===== src/rtl/datapath_ctrl.sv =====
// Moore sequencer for the Simple RISC 16-bit datapath: latches one instruction on the
// start/wait handshake, then steps the regfile, A/B/C/status loads and ALU controls.
module datapath_ctrl #(
    parameter int unsigned DW = 16,
    parameter int unsigned RW = 3
) (
    input  logic          clk,
    input  logic          reset_n,
    input  logic          s,
    input  logic [DW-1:0] instr,
    output logic          w,
    output logic [RW-1:0] readnum,
    output logic [RW-1:0] writenum,
    output logic          write,
    output logic          loada,
    output logic          loadb,
    output logic          loadc,
    output logic          loads,
    output logic          asel,
    output logic          bsel,
    output logic [1:0]    vsel,
    output logic [1:0]    shift,
    output logic [1:0]    ALUop,
    output logic [DW-1:0] sximm8,
    output logic [DW-1:0] sximm5,
    output logic          illegal
);

    typedef enum logic [2:0] {
        StWait     = 3'd0,
        StDecode   = 3'd1,
        StGetA     = 3'd2,
        StGetB     = 3'd3,
        StExec     = 3'd4,
        StWriteReg = 3'd5,
        StWriteImm = 3'd6
    } state_e;

    localparam logic [2:0] OpcMov = 3'b110;
    localparam logic [2:0] OpcAlu = 3'b101;

    state_e        state_q, state_d;
    logic [DW-1:0] ir_q, ir_d;

    logic [2:0]    opcode;
    logic [1:0]    op;
    logic [1:0]    sh;
    logic [RW-1:0] rn, rd, rm;

    assign opcode = ir_q[15:13];
    assign op     = ir_q[12:11];
    assign sh     = ir_q[4:3];
    assign rn     = ir_q[8 +: RW];
    assign rd     = ir_q[5 +: RW];
    assign rm     = ir_q[0 +: RW];

    assign sximm8 = {{(DW-8){ir_q[7]}}, ir_q[7:0]};
    assign sximm5 = {{(DW-5){ir_q[4]}}, ir_q[4:0]};

    // IR only loads when the handshake is accepted; s/instr are don't-care while busy.
    assign ir_d = (state_q == StWait && s) ? instr : ir_q;

    always_ff @(posedge clk or negedge reset_n) begin
        if (!reset_n) begin
            state_q <= StWait;
            ir_q    <= '0;
        end else begin
            state_q <= state_d;
            ir_q    <= ir_d;
        end
    end

    always_comb begin
        state_d  = state_q;
        w        = 1'b0;
        readnum  = '0;
        writenum = '0;
        write    = 1'b0;
        loada    = 1'b0;
        loadb    = 1'b0;
        loadc    = 1'b0;
        loads    = 1'b0;
        asel     = 1'b0;
        bsel     = 1'b0;
        vsel     = 2'b00;
        shift    = 2'b00;
        ALUop    = 2'b00;
        illegal  = 1'b0;
        case (state_q)
            StWait: begin
                w = 1'b1;
                if (s) state_d = StDecode;
            end
            StDecode: begin
                if (opcode == OpcMov && op == 2'b10) begin
                    state_d = StWriteImm;
                end else if (opcode == OpcMov && op == 2'b00) begin
                    state_d = StGetB;
                end else if (opcode == OpcAlu) begin
                    // MVN only needs the B operand.
                    state_d = (op == 2'b11) ? StGetB : StGetA;
                end else begin
                    state_d = StWait;
                    illegal = 1'b1;
                end
            end
            StGetA: begin
                readnum = rn;
                loada   = 1'b1;
                state_d = StGetB;
            end
            StGetB: begin
                readnum = rm;
                loadb   = 1'b1;
                state_d = StExec;
            end
            StExec: begin
                shift = sh;
                if (opcode == OpcMov) asel = 1'b1;
                else                  ALUop = op;
                if (opcode == OpcAlu && op == 2'b01) begin
                    loads   = 1'b1;
                    state_d = StWait;
                end else begin
                    loadc   = 1'b1;
                    state_d = StWriteReg;
                end
            end
            StWriteReg: begin
                writenum = rd;
                write    = 1'b1;
                state_d  = StWait;
            end
            StWriteImm: begin
                writenum = rn;
                vsel     = 2'b10;
                write    = 1'b1;
                state_d  = StWait;
            end
            default: state_d = StWait;
        endcase
    end

endmodule


===== config.mk =====
export PLATFORM = sky130hd
export DESIGN_NAME = datapath_ctrl
export DESIGN_NICKNAME = d
export VERILOG_FILES = /design/src/rtl/datapath_ctrl.sv
export SDC_FILE = /design/constraint.sdc
export NUM_CORES = 1
export LEC_CHECK = 0
export CORE_AREA = 2 2 54 68
export DETAILED_ROUTE_END_ITERATION = 8
export DIE_AREA = 0 0 56 70
export PLACE_DENSITY = 0.86
export REMOVE_ABC_BUFFERS = 1
export SYNTH_ARGS = -nofsm -noshare
export SYNTH_HDL_FRONTEND = slang
export SYNTH_SLANG_ARGS = --single-unit

===== constraint.sdc =====
create_clock -name clk -period 4.4 [get_ports clk]
set_clock_uncertainty 0.2 [all_clocks]
set_input_delay 1.32 -clock clk [delete_from_list [all_inputs] [get_ports clk]]
set_output_delay 1.32 -clock clk [all_outputs]
set_load 0.005 [all_outputs]

==> impl_metrics.prom <==
# TYPE chip_impl_metric gauge
chip_impl_metric{name="via_count_of_the_first_global_routing_pass",unit=""} 981
chip_impl_info{name="worst_r2r_endpoint",value="ir_q[5]$_DFFE_PN0P_"} 1
chip_impl_metric{name="hold_violations",unit=""} 0
chip_impl_metric{name="synthesis.instances",unit=""} 126
chip_impl_metric{name="report.final.slew_viol_count",unit=""} 0
chip_impl_metric{name="max_slew.worst_pin.slew",unit="ps"} 873
chip_impl_metric{name="layout-area-overhead-vs-synth",unit="%"} 36.7
chip_impl_metric{name="filler_cell_count",unit=""} 284
chip_impl_metric{name="power_density",unit="mW/mm^2"} 712
chip_impl_metric{name="worstSkewPairLatency",unit="ps"} 260
chip_impl_metric{name="port_buffers",unit=""} 69
chip_impl_metric{name="max_freq",unit="MHz"} 281
chip_impl_info{name="cts_tree",value="done"} 1
chip_impl_metric{name="timing.slew.headroom",unit="%"} 41.6
chip_impl_metric{name="yosysSeqAreaShare",unit="%"} 35.7
chip_impl_metric{name="dr_total_vias",unit=""} 973
chip_impl_metric{name="setup_viol",unit=""} 0
chip_impl_metric{name="fraction_of_synthesis_flops_using_an_asynchronous_set_or_reset_pin",unit="%"} 100
chip_impl_metric{name="irDropWorstVdd",unit="uV"} 463
chip_impl_info{name="critical_path.startpoint",value="state_q[1]$_DFFE_PN0P_"} 1
chip_impl_metric{name="core",unit="sq mm"} 0.00336
chip_impl_metric{name="clock_path_buffers",unit=""} 2
chip_impl_info{name="crit_family",value="flip-flops"} 1
chip_impl_info{name="worst_setup_path_end_kind",value="output pin"} 1
chip_impl_metric{name="area_used_by_multi_input_combinational_logic",unit="sq um"} 547
chip_impl_metric{name="avgViaCountPerCell",unit=""} 4.87
chip_impl_metric{name="wl_per_cell",unit="um"} 15.4
chip_impl_info{name="crit_path_cell_trace",value="nor2b_1 > a22oi_1 > nor2b_1 > clkdlybuf4s50_1"} 1
chip_impl_info{name="worst_path_most_repeated_cell",value="sky130_fd_sc_hd__nor2b_1"} 1
chip_impl_metric{name="synth_edf_count",unit=""} 0
chip_impl_metric{name="yosysWarningCount",unit=""} 0
chip_impl_info{name="hold_path_end",value="ir_q[10]$_DFFE_PN0P_"} 1
chip_impl_metric{name="worst-r2r-cell-count",unit=""} 3
chip_impl_info{name="worst_hold_check_path_type",value="reg -> reg"} 1
chip_impl_metric{name="drt_first_iter_violations",unit=""} 17
chip_impl_info{name="postSynth.topFlopCell",value="sky130_fd_sc_hd__dfrtp_1"} 1
chip_impl_metric{name="worstHoldPathCells",unit=""} 1
chip_impl_metric{name="detail_route.wirelength",unit="um"} 3090
chip_impl_metric{name="postCtsSetupBuffers",unit=""} 0
chip_impl_info{name="worstHoldStart",value="ir_q[10]$_DFFE_PN0P_"} 1
chip_impl_metric{name="cts_sinks",unit=""} 19
chip_impl_metric{name="r2r_slack",unit="ps"} 2600
chip_impl_metric{name="layout.nets",unit=""} 181
chip_impl_metric{name="floorplan.die.height",unit="um"} 70
chip_impl_metric{name="worst_setup_hold_path_clk_slew",unit="ps"} 80
chip_impl_metric{name="diodes",unit=""} 0
chip_impl_metric{name="area_enclosed_by_the_die_boundary",unit="sq mm"} 0.00392
chip_impl_metric{name="overflow",unit=""} 0
chip_impl_info{name="rsz0062_at_grt",value="no"} 1
chip_impl_metric{name="cts_hold_repair.buffers",unit=""} 0
chip_impl_info{name="area_leader_netlist",value="sky130_fd_sc_hd__dfrtp_1"} 1
chip_impl_metric{name="synth.distinct_cells",unit=""} 35
chip_impl_metric{name="worstPathMaxFanout",unit=""} 12
chip_impl_metric{name="postLayoutCoreUtil",unit="%"} 54.1
chip_impl_metric{name="postSynthAreaPerCell",unit="sq um"} 10.6
chip_impl_metric{name="dp_hpwl",unit="um"} 2380
chip_impl_info{name="worstSetupPathType",value="reg -> out"} 1
chip_impl_metric{name="yosysTopAreaCellShare",unit="%"} 35.7
chip_impl_metric{name="ioPinCount",unit=""} 72
chip_impl_metric{name="finalWeightedCongestion",unit=""} 0.809
chip_impl_info{name="run_status",value="complete, no violations"} 1
chip_impl_metric{name="layout_worst_path_cycle_share",unit="%"} 80.8
chip_impl_metric{name="cts_buffers",unit=""} 3
chip_impl_metric{name="route.antenna.remaining_nets",unit=""} 0
chip_impl_metric{name="timing.critical_path.buf_inv",unit=""} 1
chip_impl_metric{name="critical-path-max-stage-delay",unit="ps"} 560
chip_impl_info{name="r2r_start",value="state_q[0]$_DFFE_PN0P_"} 1
chip_impl_metric{name="dieWidth",unit="um"} 56
chip_impl_metric{name="post-route-drc-count",unit=""} 0
chip_impl_info{name="cell_types_with_the_largest_area_share_after_synthesis",value="sky130_fd_sc_hd__dfrtp_1 36%, sky130_fd_sc_hd__buf_4 19%, sky130_fd_sc_hd__mux2_4 11%"} 1
chip_impl_metric{name="max_cap_violations",unit=""} 0
chip_impl_info{name="yosysMostFrequentCell",value="sky130_fd_sc_hd__buf_4"} 1
chip_impl_metric{name="mappedNetlistArea",unit="sq mm"} 0.00133
chip_impl_info{name="setup.worst_path.start_class",value="flip-flop"} 1
chip_impl_metric{name="row_count",unit=""} 24
chip_impl_metric{name="synth.ff_latch_count",unit=""} 19
chip_impl_metric{name="setup_tns",unit="ps"} 0
chip_impl_metric{name="worstPathRequired",unit="ps"} 2880
chip_impl_metric{name="drt_pre_antenna_iters",unit=""} 3
chip_impl_metric{name="grt_first_pass_wirelength",unit="um"} 4850
chip_impl_info{name="cpMaxStageDelayCell",value="sky130_fd_sc_hd__dfrtp_1"} 1
chip_impl_metric{name="ff_latch_area",unit="sq um"} 475
chip_impl_metric{name="static-leakage-power",unit="nW"} 0.746
chip_impl_metric{name="post_cts_resized",unit=""} 0
chip_impl_metric{name="post_route_cells_drive_above_1_share",unit="%"} 16.1
chip_impl_info{name="cts_root_buf",value="sky130_fd_sc_hd__clkbuf_8"} 1
chip_impl_info{name="synth_top_cells_by_count",value="34 x sky130_fd_sc_hd__buf_4, 19 x sky130_fd_sc_hd__dfrtp_1, 10 x sky130_fd_sc_hd__mux2_4"} 1
chip_impl_metric{name="layout_min_cycle_time",unit="ps"} 3550
chip_impl_metric{name="arrival",unit="ps"} 2030
chip_impl_metric{name="grt_antenna_before_repair",unit=""} 0
chip_impl_metric{name="grt_start_max_net_pins",unit=""} 20
chip_impl_metric{name="cts_htree_levels",unit=""} 1
chip_impl_metric{name="globalRouteTotalUtil",unit="%"} 15.8
chip_impl_metric{name="start_util",unit="%"} 39.5
[kinds of logic after synthesis]
logic type	share of synthesized area, %
buf+inv	23.4
simple gates	16.3
mux	18.6
flops	35.7
compound gates	5.64
other cells	0.282
[per-stage QoR]
stage	std cells	total power, mW	hold slack, ps	setup WS, ps	cell area (sq um)
floorplan	88	0.698	304	1820	1030
global placement	196	1.14	327	1190	1770
detailed placement	196	1.17	329	1140	1770
CTS	200	1.31	361	851	1820
global route	200	1.37	378	748	1820
finish	200	1.29	368	846	1820
[layer usage]
metal / track usage [%] / share of wire [%] / up-vias
li1: - / - / 457
met1: 16.1 / 36 / 472
met2: 30.8 / 56 / 37
met3: 1.85 / 5.1 / 7
met4: 7.14 / 2.3 / 0
met5: 0 / 0 / -
[worst max path at each step]
| stage | end | slack (ps) | cells past startpoint |
|---|---|---|---|
| floorplan | writenum[2] | 1820 | 3 |
| global placement | loada | 1190 | 3 |
| detailed placement | writenum[2] | 1140 | 4 |
| CTS | writenum[2] | 850 | 4 |
| global route | loada | 750 | 3 |
| finish | writenum[2] | 850 | 4 |
[cells in the final DEF (no fill, tap or decap), types with 2 or more instances in the layout]
master                            instances
sky130_fd_sc_hd__nand2_1                  2
sky130_fd_sc_hd__and3_1                   2
sky130_fd_sc_hd__nor3_1                   2
sky130_fd_sc_hd__mux2_2                   6
sky130_fd_sc_hd__clkbuf_8                 3
sky130_fd_sc_hd__nor2_1                   7
sky130_fd_sc_hd__a22oi_1                  3
sky130_fd_sc_hd__nand2b_1                 2
sky130_fd_sc_hd__conb_1                   2
sky130_fd_sc_hd__o21ai_0                  2
sky130_fd_sc_hd__dfrtp_1                 19
sky130_fd_sc_hd__inv_1                    2
sky130_fd_sc_hd__mux2_4                  10
sky130_fd_sc_hd__nor2b_1                  7
sky130_fd_sc_hd__and2_1                   4
sky130_fd_sc_hd__mux2i_1                  3
sky130_fd_sc_hd__clkdlybuf4s50_1         69
[worst reg2reg max path, stage by stage, from the launching register on]
cell and delay [ps]:
sky130_fd_sc_hd__dfrtp_1 530, sky130_fd_sc_hd__nor3_2 240, sky130_fd_sc_hd__and2_4 350, sky130_fd_sc_hd__mux2_2 380
[flip-flops by register name, indices dropped and copies added, names as in the netlist]
| register | flops |
|---|---|
| ir_q | 16 |
| state_q | 3 |
[area by class of cell]
type                    count  share of cell area, %
clock buffers               3                   2.27
clock inverters             1                  0.413
inverters                   2                  0.413
multi-input cells          67                   30.1
flip-flops and latches     19                   26.2
well taps                  39                   2.68
repair buffers             69                   38.0
[where the power goes]
group          leakage (nW)  switching [mW]  internal, mW
Sequential            0.227           0.146         0.263
Clock                0.0217          0.0642        0.0640
Combinational         0.497           0.233         0.525
(Power assumes the default switching activity.)
